### src/rtl/sub_serial.sv
// Bit-serial subtractor: out = a - b, one bit per clock LSB first, with final borrow (a < b).
// Optional macro SUB_SERIAL_SAT_EN clamps an underflowing result to zero.
module sub_serial #(
   parameter int WIDTH = 8,
   parameter int CW    = $clog2(WIDTH)
) (
   input  logic             clk,
   input  logic             rst,
   input  logic             en,
   input  logic [WIDTH-1:0] a,
   input  logic [WIDTH-1:0] b,
   output logic [WIDTH-1:0] out,
   output logic             borrow,
   output logic             busy,
   output logic             done
);

   typedef enum logic [1:0] {
      IDLE = 2'd0,
      SUB  = 2'd1,
      DONE = 2'd2
   } state_t;

   localparam logic [CW-1:0] LAST = CW'(WIDTH - 1);

   state_t           state;
   logic [WIDTH-1:0] a_reg;
   logic [WIDTH-1:0] b_reg;
   logic [CW-1:0]    count;
   logic             br;

   logic             d;
   logic             br_n;
   logic [WIDTH-1:0] shifted;

   // One full-subtractor cell working on the LSBs of the shifting operands
   assign d       = a_reg[0] ^ b_reg[0] ^ br;
   assign br_n    = (~a_reg[0] & b_reg[0]) | (~(a_reg[0] ^ b_reg[0]) & br);
   assign shifted = {d, out[WIDTH-1:1]};

   assign busy = (state != IDLE);
   assign done = (state == DONE);

   always_ff @(posedge clk or posedge rst) begin
      if (rst) begin
         state  <= IDLE;
         a_reg  <= '0;
         b_reg  <= '0;
         out    <= '0;
         count  <= '0;
         br     <= 1'b0;
         borrow <= 1'b0;
      end else begin
         case (state)
            IDLE: begin
               if (en) begin
                  a_reg  <= a;
                  b_reg  <= b;
                  out    <= '0;
                  count  <= '0;
                  br     <= 1'b0;
                  borrow <= 1'b0;
                  state  <= SUB;
               end
            end
            SUB: begin
               out   <= shifted;
               a_reg <= a_reg >> 1;
               b_reg <= b_reg >> 1;
               br    <= br_n;
               count <= count + 1'b1;
               if (count == LAST) begin
                  borrow <= br_n;
                  state  <= DONE;
`ifdef SUB_SERIAL_SAT_EN
                  if (br_n) begin
                     out <= '0;
                  end
`endif
               end
            end
            DONE: begin
               state <= IDLE;
            end
            default: begin
               // The unused encoding recovers to IDLE without touching data
               state <= IDLE;
            end
         endcase
      end
   end

endmodule

### config.mk
export PLATFORM = sky130hd
export DESIGN_NAME = sub_serial
export DESIGN_NICKNAME = d
export VERILOG_FILES = /design/src/rtl/sub_serial.sv
export SDC_FILE = /design/constraint.sdc
export NUM_CORES = 1
export LEC_CHECK = 0
export ABC_AREA = 1
export CORE_AREA = 3 3 81 45
export CTS_CLUSTER_SIZE = 20
export DETAILED_ROUTE_END_ITERATION = 10
export DIE_AREA = 0 0 84 48
export GPL_ROUTABILITY_DRIVEN = 1
export HOLD_SLACK_MARGIN = 0.1
export PLACE_DENSITY = 0.77
export SLEW_MARGIN = 20
export SYNTH_ARGS = -nofsm -noshare
export SYNTH_HDL_FRONTEND = slang
export SYNTH_SLANG_ARGS = --single-unit
export TNS_END_PERCENT = 5
### constraint.sdc
create_clock -name clk -period 1.3 [get_ports clk]
set_input_delay 0.195 -clock clk [delete_from_list [all_inputs] [get_ports clk]]
set_output_delay 0.195 -clock clk [all_outputs]
set_load 0.005 [all_outputs]
## Word level (Yosys, flattened, before mapping)

Index checks and enable logic that the tools add are counted.

- Bits in registers: 31
- Logic and storage cells: 41

- $add $sub $neg: 1
- Equal/unequal tests: 5
- Mux-type cells: 15
- Bitwise operators: 7
- Reduce and logical (&&, ||, !) cells: 6

Operators by type and width:

| operator | number |
|---|---|
| $pmux 8 s2 | 3 |
| $mux 8 | 3 |
| $pmux 3 s2 | 1 |
| $mux 2 | 2 |
| $ne 2x2->1 const B | 2 |
| $pmux 1 s2 | 2 |
| $pmux 2 s2 | 1 |
| $reduce_and 2->1 | 2 |
| $reduce_bool 2->1 | 2 |
| $add 3x1->3 const B | 1 |
| $eq 3x3->1 const B | 1 |
| $mux 3 | 1 |
| $reduce_and 3->1 | 1 |
| $and 1x1->1 | 2 |
| $eq 2x1->1 const B | 1 |
| $eq 2x2->1 const B | 1 |
| $logic_not 2->1 | 1 |
| $mux 1 | 2 |
| $not 1->1 | 2 |
| $xor 1x1->1 | 2 |
| $or 1x1->1 | 1 |

## Longest topological paths before layout

Gate-level depths: netlist of run 1.

- Word-level depth: 6
- Gate-level depth with buffers: 7

## Worst setup path before layout of run 1

Ideal clock, no wire load.

- Kind: flip-flop to flip-flop
- From: reg a_reg[0]
- To: reg out[7]
- Data arrival time: 0.962 ns
- Data required time: 1.175 ns
- Path slack: 0.213 ns
- Cell stages (with the launch flop): 4
- Period minus slack after synthesis: 1.087 ns
- Cells stage by stage: dfrtp_1 inv_1 fa_1 o22ai_1

- Word-level cells in the longest chain between the ends: 3

RTL lines:

| element | line | RTL |
|---|---|---|
| from (decl) | 27 | `logic [WIDTH-1:0] a_reg;` |
| from (signal assigned) | 68 | `a_reg <= a_reg >> 1;` |
| $xor 1x1->1 (2 in a row) | 37 | `assign d = a_reg[0] ^ b_reg[0] ^ br;` |
| $pmux 8 s2 | 54 | `case (state)` |
| to (signal assigned) | 67 | `out <= shifted;` |
| to (decl) | 12 | `output logic [WIDTH-1:0] out,` |

Every way passes these cells.
A chain may end at the register's enable or synchronous reset.

## Worst setup path in the final report of run 1

- From: reg state[0]
- To: reg state[0]

- Word-level cells in the longest chain between the ends: 3
- Elaborated cells between the ends (all ways): 6

RTL lines:

| element | line | RTL |
|---|---|---|
| from (decl) | 26 | `state_t state;` |
| from (signal assigned) | 46 | `state <= IDLE;` |
| from (signal assigned) | 63 | `state <= SUB;` |
| from (signal assigned) | 74 | `state <= DONE;` |
| $eq 2x1->1 or $logic_not 2->1 (tied branches) | 54 |  |
| $ne 2x2->1 (no source line) | - |  |
| $reduce_and 2->1 (no source line) | - |  |

Several ways; a longest one is shown, not always the timed one.

==> flow_metrics.py, run 1 <==
metrics = {
    "status": {
        "run_status": "complete, no violations",
    },
    "placement": {
        "io_buffers": 29,
        "placed_area_um2": 1880,
        "numPlacedInstances": 251,
        "hpwl_mm": 2.14,
        "gp_congestion": 0.761,
    },
    "global_routing": {
        "grt_max_degree": 32,
        "grt_usage": 0.171,
        "grt_antenna_before_repair": 0,
        "grt_overflow_total": 0,
        "grt_pass1_wl_mm": 5.22,
        "grt_pass1_vias": 1145,
    },
    "timing": {
        "rsz0062_at_grt": "false",
        "tns_ns": 0,
        "hold_viol_final": 0,
        "fin_crit_sh": 0.946,
        "slew_violations": 0,
        "fin_crit_ns": 1.23,
        "worst_pin_slew_ns": 0.180,
        "fin_skew_ns": 0.00626,
        "finalSetupViolCount": 0,
        "max-slew-margin-rel": 0.880,
        "max_freq_mhz": 813,
    },
    "yosys": {
        "synthDistinctLibCells": 16,
        "synth_top_cell_area_share": 0.529,
        "ys_ff_latch": 31,
        "yosysMostFrequentCell": "nand2_1",
        "syn-num-nets": 200,
        "synth_top_cell_by_area": "dfrtp_1",
        "synth_edf_count": 0,
        "synth.avg_cell_area_um2": 8.23,
        "async_flop_share": 1.00,
        "synth_ff_type": "dfrtp_1",
        "synth_area_leaders": "dfrtp_1, nand2_1, inv_1, nand3_1, o22ai_1",
        "netlist_top_cells_count": "nand2_1, dfrtp_1, inv_1",
        "syn-cell-area_um2": 1470,
        "ys_warn_count": 0,
        "ys_seq_area_frac": 0.529,
        "synthCells": 178,
    },
    "worst_setup_path": {
        "cp-start-kind": "flip-flop",
        "critPathMostFrequentCell": "buf_4",
        "cp_slowest_stage_delay_ns": 0.40,
        "crit_buf_inv": 3,
        "endpoint_kind": "flip-flop",
        "critPathSlowestCell": "dfrtp_1",
        "critical_path_required_ns": 1.45,
        "crit_family": "buffers and inverters",
        "crit_arrival_ns": 1.38,
        "path_cells": "buf_4 -> buf_6 -> o21ai_4 -> buf_4 -> a21oi_1",
        "crit_type": "flip-flop to flip-flop",
        "critical_path.max_fanout": 12,
    },
    "floorplanning": {
        "start_util": 0.495,
        "die_h_um": 48,
        "core_um2": 2960,
        "ios": 30,
        "num_rows": 14,
        "die_area_um2": 4030,
        "die_w_um": 84,
    },
    "clocking": {
        "clk_latency_ns": 0.28,
        "clock_path_buffers": 2,
        "cts_tree": "done",
        "cts_root_buf": "clkbuf_8",
        "cts_made_buffers": 5,
        "cts_max_level": 2,
        "clkSinkCount": 31,
        "cts_hold_buf": 0,
        "clk_pin_slew_worst_paths_ns": 0.07,
    },
    "routing": {
        "wirelength_mm": 3.22,
        "num_vias": 1241,
        "drtAntennaViolNets": 0,
        "firstDrtPassIters": 4,
        "wire_per_inst_um": 12.2,
        "remaining_drc_errors": 0,
        "via_per_inst": 4.70,
        "drtIter0Drc": 84,
    },
    "finish": {
        "area_delta_synth_final_pct": 40.2,
        "final-instance-count-excl-fill": 264,
        "diodes": 0,
        "post-route-util": 0.694,
        "drive_gt1_frac": 0.152,
        "nNetsFinal": 245,
        "stdcell_area_um2": 2050,
    },
    "min_path": {
        "hp-class": "input pin to async pin",
    },
    "flow_run": {
        "cap_viol_max_count": 0,
    },
    "power_and_ir_drop": {
        "p_leak_nw": 1.10,
        "p_per_area_nw_per_um2": 2250,
        "peakVddDrop_v": 0.00113,
    },
}
## path summary, 6_finish.rpt
path / to / start / depth (start not counted) / slack (ns)
worst max-delay path: state[0]$_DFFE_PP0P_ / state[0]$_DFFE_PP0P_ / 5 / 0.07
worst min-delay path: b_reg[2]$_DFFE_PP0P_ / rst / 3 / 0.25
worst max register to register: state[0]$_DFFE_PP0P_ / state[0]$_DFFE_PP0P_ / 5 / 0.07
worst min register to register: b_reg[3]$_DFFE_PP0P_ / b_reg[3]$_DFFE_PP0P_ / 2 / 0.48
max in group asynchronous: b_reg[6]$_DFFE_PP0P_ / rst / 3 / 0.89
min in group clk: b_reg[3]$_DFFE_PP0P_ / b_reg[3]$_DFFE_PP0P_ / 2 / 0.48
## where the power goes
part	internal (mW)	switching [mW]	leakage [nW]
clock network	0.620	0.363	0.0612
logic	0.987	1.02	0.652
registers	1.41	0.224	0.386
## area by class of cell
class                   instances  area (um^2)
fillers                       232          906
flip-flops and latches         31          776
multi-input cells             110          553
repair buffers                 46          447
inverters                      29          111
clock buffers                   6         82.6
well taps                      40         50.0
clock inverters                 2         35.0
## through the flow
step | total power, mW | worst slack (ns) | hold slack, ns
floorplan | 2.83 | 0.213 | 0.299
global placement | 3.52 | 0.0288 | 0.453
detailed placement | 3.60 | 0.00118 | 0.458
CTS | 4.54 | -0.0130 | 0.259
global route | 5.00 | 0.00909 | 0.275
finish | 4.62 | 0.0696 | 0.250
## what timing repair did
item / CTS / global route
resized for setup: 14 / 9
buffers inserted: 1 / 3
cloned: 0 / 1
endpoints found under the setup margin: 11 / 22
pin swaps: 0 / 1
endpoints found under the hold margin: 0 / 0
## cell usage in the layout (no fill, tap or decap), types with 4 or more instances in the layout
cell type	count
inv_1	28
clkdlybuf4s50_1	18
nand2_1	63
o22ai_1	9
or2_2	5
dfrtp_1	31
nand3_1	15
buf_6	4
buf_4	11
dlygate4sd2_1	9
nand3b_1	7
clkbuf_8	6
## cell families (layout without fill, tap and decap cells)
kind of cell | Yosys count | after routing | share of synthesized area
AOI/OAI and AO/OA | 13 | 13 | 0.0521
DFF | 31 | 31 | 0.529
and+or+nand+nor | 94 | 94 | 0.284
buffers and inverters | 37 | 83 | 0.104
adders and majority gates | 3 | 3 | 0.0307
## layer usage
metal | up-vias | GRT usage | wire length, um
met2 | 39 | 0.283 | 1470
met4 | 0 | 0.0673 | 43
met5 | - | 0 | 0
met1 | 558 | 0.217 | 1530
met3 | 7 | 0.0567 | 181
li1 | 637 | - | -
## worst min-delay path, delay by kind of cell
kind | cells | cell delay [ns]
buffers and inverters | 3 | 0.70
No activity file was read; power rests on OpenSTA's default activity.
==> run 2, diff against run 1 <==
CORE_AREA = 3 3 85 47   (was 3 3 81 45)
DIE_AREA = 0 0 88 50   (was 0 0 84 48)
PLACE_DENSITY = 0.73   (was 0.77)
clock period = 1.06 ns   (was 1.3 ns; I/O delays follow)
==> flow_metrics.py, run 2 (synthesis gave the netlist of run 1 again) <==
metrics = {
    "finish": {
        "stdcell_area_um2": 2290,
        "fill_cells": 249,
        "nNetsFinal": 255,
        "area_delta_synth_final_pct": 56.5,
        "drive_gt1_frac": 0.303,
        "multiInputGateArea_um2": 689,
        "diodes": 0,
        "final_cell_mix": "nand2_1, dfrtp_1, inv_1",
        "layout_commonest_cell": "nand2_1",
        "seq_area_um2": 776,
    },
    "timing": {
        "max_freq_mhz": 813,
        "finalSetupViolCount": 28,
        "slew_violations": 0,
        "fin_skew_ns": 0.00644,
        "fin_crit_sh": 1.16,
        "tns_ns": -1.45,
        "hold_viol_final": 0,
        "fin_crit_ns": 1.23,
        "rsz0062_at_grt": "true",
        "timing.final.ws_setup_ns": -0.171,
        "worst_pin_slew_ns": 0.215,
        "max-slew-margin-rel": 0.856,
    },
    "min_path": {
        "hp-class": "input pin to async pin",
    },
    "routing": {
        "remaining_drc_errors": 0,
        "drtIter0Drc": 91,
        "wirelength_mm": 3.69,
        "drtAntennaViolNets": 0,
        "num_vias": 1334,
        "firstDrtPassIters": 4,
        "wire_per_inst_um": 13.4,
        "via_per_inst": 4.83,
    },
    "floorplanning": {
        "die_h_um": 50,
        "ios": 30,
        "core_um2": 3320,
        "die_area_um2": 4400,
        "die_w_um": 88,
        "num_rows": 15,
        "start_util": 0.441,
    },
    "placement": {
        "hpwl_mm": 2.27,
        "placed_area_um2": 1940,
        "gp_congestion": 0.745,
        "io_buffers": 29,
    },
    "worst_setup_path": {
        "crit_arrival_ns": 1.07,
        "rr_startpoint": "state[1]$_DFFE_PP0P_",
        "critical_path_required_ns": 0.90,
        "crit_type": "flip-flop to output pin",
        "crit_path_start": "state[0]$_DFFE_PP0P_",
        "cp-start-kind": "flip-flop",
        "endpoint_kind": "output pin",
        "critical_path.max_fanout": 2,
    },
    "power_and_ir_drop": {
        "p_total_mw": 6.41,
        "peakVddDrop_v": 0.00133,
        "p_per_area_nw_per_um2": 2790,
        "p_leak_nw": 1.15,
    },
    "flow_run": {
        "cap_viol_max_count": 0,
    },
    "status": {
        "run_status": "finished with violations",
        "violations": "negative setup slack",
    },
    "clocking": {
        "clock_path_buffers": 2,
        "cts_tree": "done",
        "cts_made_buffers": 5,
        "cts_max_level": 2,
        "clk_latency_ns": 0.28,
        "clkSinkCount": 31,
        "clk_pin_slew_worst_paths_ns": 0.07,
        "cts_root_buf": "clkbuf_8",
    },
    "global_routing": {
        "grt_pass1_vias": 1223,
        "grt_pass1_wl_mm": 5.93,
        "grt_overflow_total": 0,
        "grt_max_degree": 32,
        "grtUsageMet1": 0.261,
        "grt_antenna_before_repair": 0,
        "use_met3": 0.0534,
        "gr-max-usage-layer": "met1",
        "grtUsageMet2": 0.258,
        "grt_usage": 0.180,
    },
}
[run 2: cell count changes in the layout (fill, tap and decap cells not counted), moves of 3 or more]
| cell | change |
|---|---|
| o22ai_2 | +8 |
| buf_6 | +7 |
| inv_1 | -4 |
| nand3_1 | -4 |
| nand3_2 | +4 |
| clkbuf_2 | +3 |
| or2_2 | -4 |
| o22ai_1 | -8 |
| or2_4 | +4 |
| clkdlybuf4s15_1 | +4 |
| inv_2 | +5 |
| dlygate4sd2_1 | -9 |
[run 2: final timing paths]
path                                              to  slack [ns]  depth (start not counted)
worst min-delay path            b_reg[2]$_DFFE_PP0P_        0.21                          3
worst max-delay path                            done       -0.17                          4
worst min register to register  a_reg[1]$_DFFE_PP0P_        0.47                          2
worst max register to register    out[6]$_DFFE_PP0P_       -0.09                          6
min in group clk                a_reg[7]$_DFFE_PP0P_        0.47                          3
max in group asynchronous       a_reg[1]$_DFFE_PP0P_        0.68                          3
[run 2: cell type report]
type                    instances  area share
well taps                      42      0.0229
inverters                      29      0.0475
flip-flops and latches         31       0.338
repair buffers                 56       0.247
multi-input cells             110       0.301
clock buffers                   8      0.0436
[run 2: stage by stage]
stage | instances | hold WS [ns] | setup slack, ns | utilization
floorplan | 178 | 0.263 | -0.0269 | -
global placement | 259 | 0.456 | -0.132 | 0.583
detailed placement | 259 | 0.459 | -0.139 | 0.583
CTS | 275 | 0.224 | -0.165 | 0.668
global route | 276 | 0.247 | -0.218 | 0.690
finish | 276 | 0.212 | -0.171 | 0.690
[run 2: critical path, stage by stage (launching register included)]
cell	delay, ns
dfrtp_1	0.40
buf_6	0.13
buf_6	0.10
nor2_2	0.06
buf_2	0.11
[run 2: per-layer routing]
| layer | share of wire | wire length (um) |
|---|---|---|
| met2 | 0.44 | 1620 |
| met3 | 0.079 | 292 |
| met5 | 0 | 0 |
| met4 | 0.011 | 41 |
| met1 | 0.47 | 1730 |
[run 2: repair_timing]
item	in CTS	in global routing
cloned	2	0
hold buffers	0	0
endpoints found under the setup margin	41	36
setup buffers	7	1
resized for setup	60	21
pin swaps	6	1
[run 2: power breakdown]
part | total, mW | switching, mW | internal [mW]
clock network | 1.02 | 0.430 | 0.592
logic | 3.34 | 1.58 | 1.76
registers | 2.04 | 0.313 | 1.73
total | 6.41 | 2.32 | 4.08
==> run 3, diff against run 2 <==
REMOVE_ABC_BUFFERS = 1   (was unset)
SETUP_SLACK_MARGIN = 0.02   (was unset)
==> flow_metrics.py, run 3 (synthesis gave the netlist of run 1 again) <==
metrics = {
    "timing": {
        "slew_violations": 0,
        "worst_pin_slew_ns": 0.221,
        "rsz0062_at_grt": "true",
        "fin_skew_ns": 0.00666,
        "fin_crit_ns": 1.23,
        "hold_viol_final": 0,
        "timing.final.ws_setup_ns": -0.167,
        "holdWs_ns": 0.203,
        "fin_crit_sh": 1.16,
        "tns_ns": -3.85,
        "max-slew-margin-rel": 0.852,
        "finalSetupViolCount": 33,
        "max_freq_mhz": 815,
    },
    "floorplanning": {
        "die_w_um": 88,
        "num_rows": 15,
        "die_area_um2": 4400,
        "start_util": 0.441,
        "core_um2": 3320,
        "die_h_um": 50,
        "ios": 30,
    },
    "global_routing": {
        "grt_usage": 0.180,
        "grt_antenna_before_repair": 0,
        "grt_pass1_vias": 1233,
        "grt_max_degree": 32,
        "grt_pass1_wl_mm": 5.77,
        "grt_overflow_total": 0,
    },
    "power_and_ir_drop": {
        "p_sw_frac": 0.363,
        "peakVddDrop_v": 0.00109,
        "p_int_mw": 4.17,
        "p_clk_frac": 0.185,
        "p_leak_nw": 1.18,
        "p_seq_frac": 0.308,
        "p_per_area_nw_per_um2": 2870,
        "comb_power_share": 0.508,
        "switchingPower_mw": 2.38,
    },
    "routing": {
        "wirelength_mm": 3.87,
        "highest_layer": "met4",
        "remaining_drc_errors": 0,
        "routed-wl-met3_um": 242,
        "via_per_inst": 4.77,
        "drtAntennaViolNets": 0,
        "num_vias": 1316,
        "drt-met1-wl_mm": 1.91,
        "wire_per_inst_um": 14.0,
        "firstDrtPassIters": 4,
        "drtIter0Drc": 61,
        "wl_met2_mm": 1.67,
    },
    "worst_setup_path": {
        "crit_type": "flip-flop to flip-flop",
        "critical_path.max_fanout": 8,
        "critical_path_required_ns": 1.27,
        "cp_slowest_stage_delay_ns": 0.39,
        "critPathSlowestCell": "dfrtp_1",
        "path_cells": "buf_6 -> buf_8 -> o21ai_4 -> buf_6 -> nand2_1 -> o21ai_1",
        "crit_arrival_ns": 1.44,
        "endpoint_kind": "flip-flop",
        "critPathMostFrequentCell": "buf_6",
        "cp-start-kind": "flip-flop",
    },
    "finish": {
        "drive_gt1_frac": 0.329,
        "seq_area_um2": 776,
        "area_delta_synth_final_pct": 55.8,
        "diodes": 0,
        "fill_cells": 268,
        "final_cell_mix": "nand2_1, dfrtp_1, inv_1",
        "stdcell_area_um2": 2280,
        "layout_commonest_cell": "nand2_1",
        "multiInputGateArea_um2": 678,
        "nNetsFinal": 255,
        "final-instance-count-excl-fill": 276,
    },
    "clocking": {
        "cts_hold_buf": 0,
        "cts_max_level": 2,
        "clk_latency_ns": 0.29,
        "clk_pin_slew_worst_paths_ns": 0.07,
        "cts_made_buffers": 5,
        "clkSinkCount": 31,
        "cts_tree": "done",
        "clock_path_buffers": 2,
        "cts_root_buf": "clkbuf_8",
    },
    "min_path": {
        "hp-class": "input pin to async pin",
    },
    "status": {
        "violations": "negative setup slack",
        "run_status": "finished with violations",
    },
    "placement": {
        "gp_congestion": 0.742,
        "placed_area_um2": 1910,
        "dp_slack_ns": -0.211,
        "hpwl_mm": 2.24,
        "numPlacedInstances": 256,
        "io_buffers": 29,
    },
    "flow_run": {
        "cap_viol_max_count": 0,
    },
}
-- run 3: timing repair --
action | 4_1_cts | 5_1_grt
pin swaps | 5 | 4
setup endpoints to repair | 42 | 36
gates cloned | 2 | 1
gates resized for setup | 66 | 22
buffers inserted | 7 | 3
-- run 3: worst paths after layout --
kind / start / endpoint / slack (ns) / cells past startpoint
max: state[0]$_DFFE_PP0P_ / out[0]$_DFFE_PP0P_ / -0.17 / 6
min: rst / out[3]$_DFFE_PP0P_ / 0.20 / 3
max reg2reg: state[0]$_DFFE_PP0P_ / out[0]$_DFFE_PP0P_ / -0.17 / 6
min reg2reg: b_reg[6]$_DFFE_PP0P_ / b_reg[6]$_DFFE_PP0P_ / 0.48 / 2
max in group asynchronous: rst / state[0]$_DFFE_PP0P_ / 0.69 / 3
min in group clk: a[7] / a_reg[7]$_DFFE_PP0P_ / 0.46 / 3
-- run 3: power by group through the flow --
| stage | logic (mW) | registers [mW] | clock network [mW] |
|---|---|---|---|
| 2_1_floorplan | 1.39 | 2.00 | 0 |
| 3_3_place_gp | 2.48 | 2.00 | 0 |
| 3_5_place_dp | 2.51 | 2.02 | 0 |
| 4_1_cts | 2.90 | 2.00 | 1.23 |
| 5_1_grt | 3.64 | 2.06 | 1.30 |
| 6_report | 3.33 | 2.01 | 1.21 |
-- run 3: through the flow --
stage                     power (mW)   util
final                           6.55  0.687
after global routing            6.99  0.687
after CTS                       6.14  0.653
after detailed placement        4.53  0.576
after global placement          4.48  0.576
after floorplan                 3.38      -
-- run 3: layout make-up --
cell class / instances / area share
Multi-Input combinational cell: 110 / 0.297
Sequential cell: 31 / 0.340
Tap cell: 42 / 0.0230
Timing Repair Buffer: 56 / 0.241
Inverter: 29 / 0.0477
Clock inverter: 2 / 0.0153
Clock buffer: 6 / 0.0362
-- run 3: critical path, delay by kind of cell (launching register included) --
kind                   cells  cell delay, ns
AOI/OAI and AO/OA          2            0.27
buffers and inverters      3            0.45
DFF                        1            0.39
and+or+nand+nor            1            0.05
-- run 3: per-layer routing --
| metal | vias up | global-route usage |
|---|---|---|
| li1 | 658 | - |
| met1 | 612 | 0.251 |
| met2 | 42 | 0.250 |
| met3 | 4 | 0.0785 |
| met4 | 0 | 0.0536 |
| met5 | - | 0 |
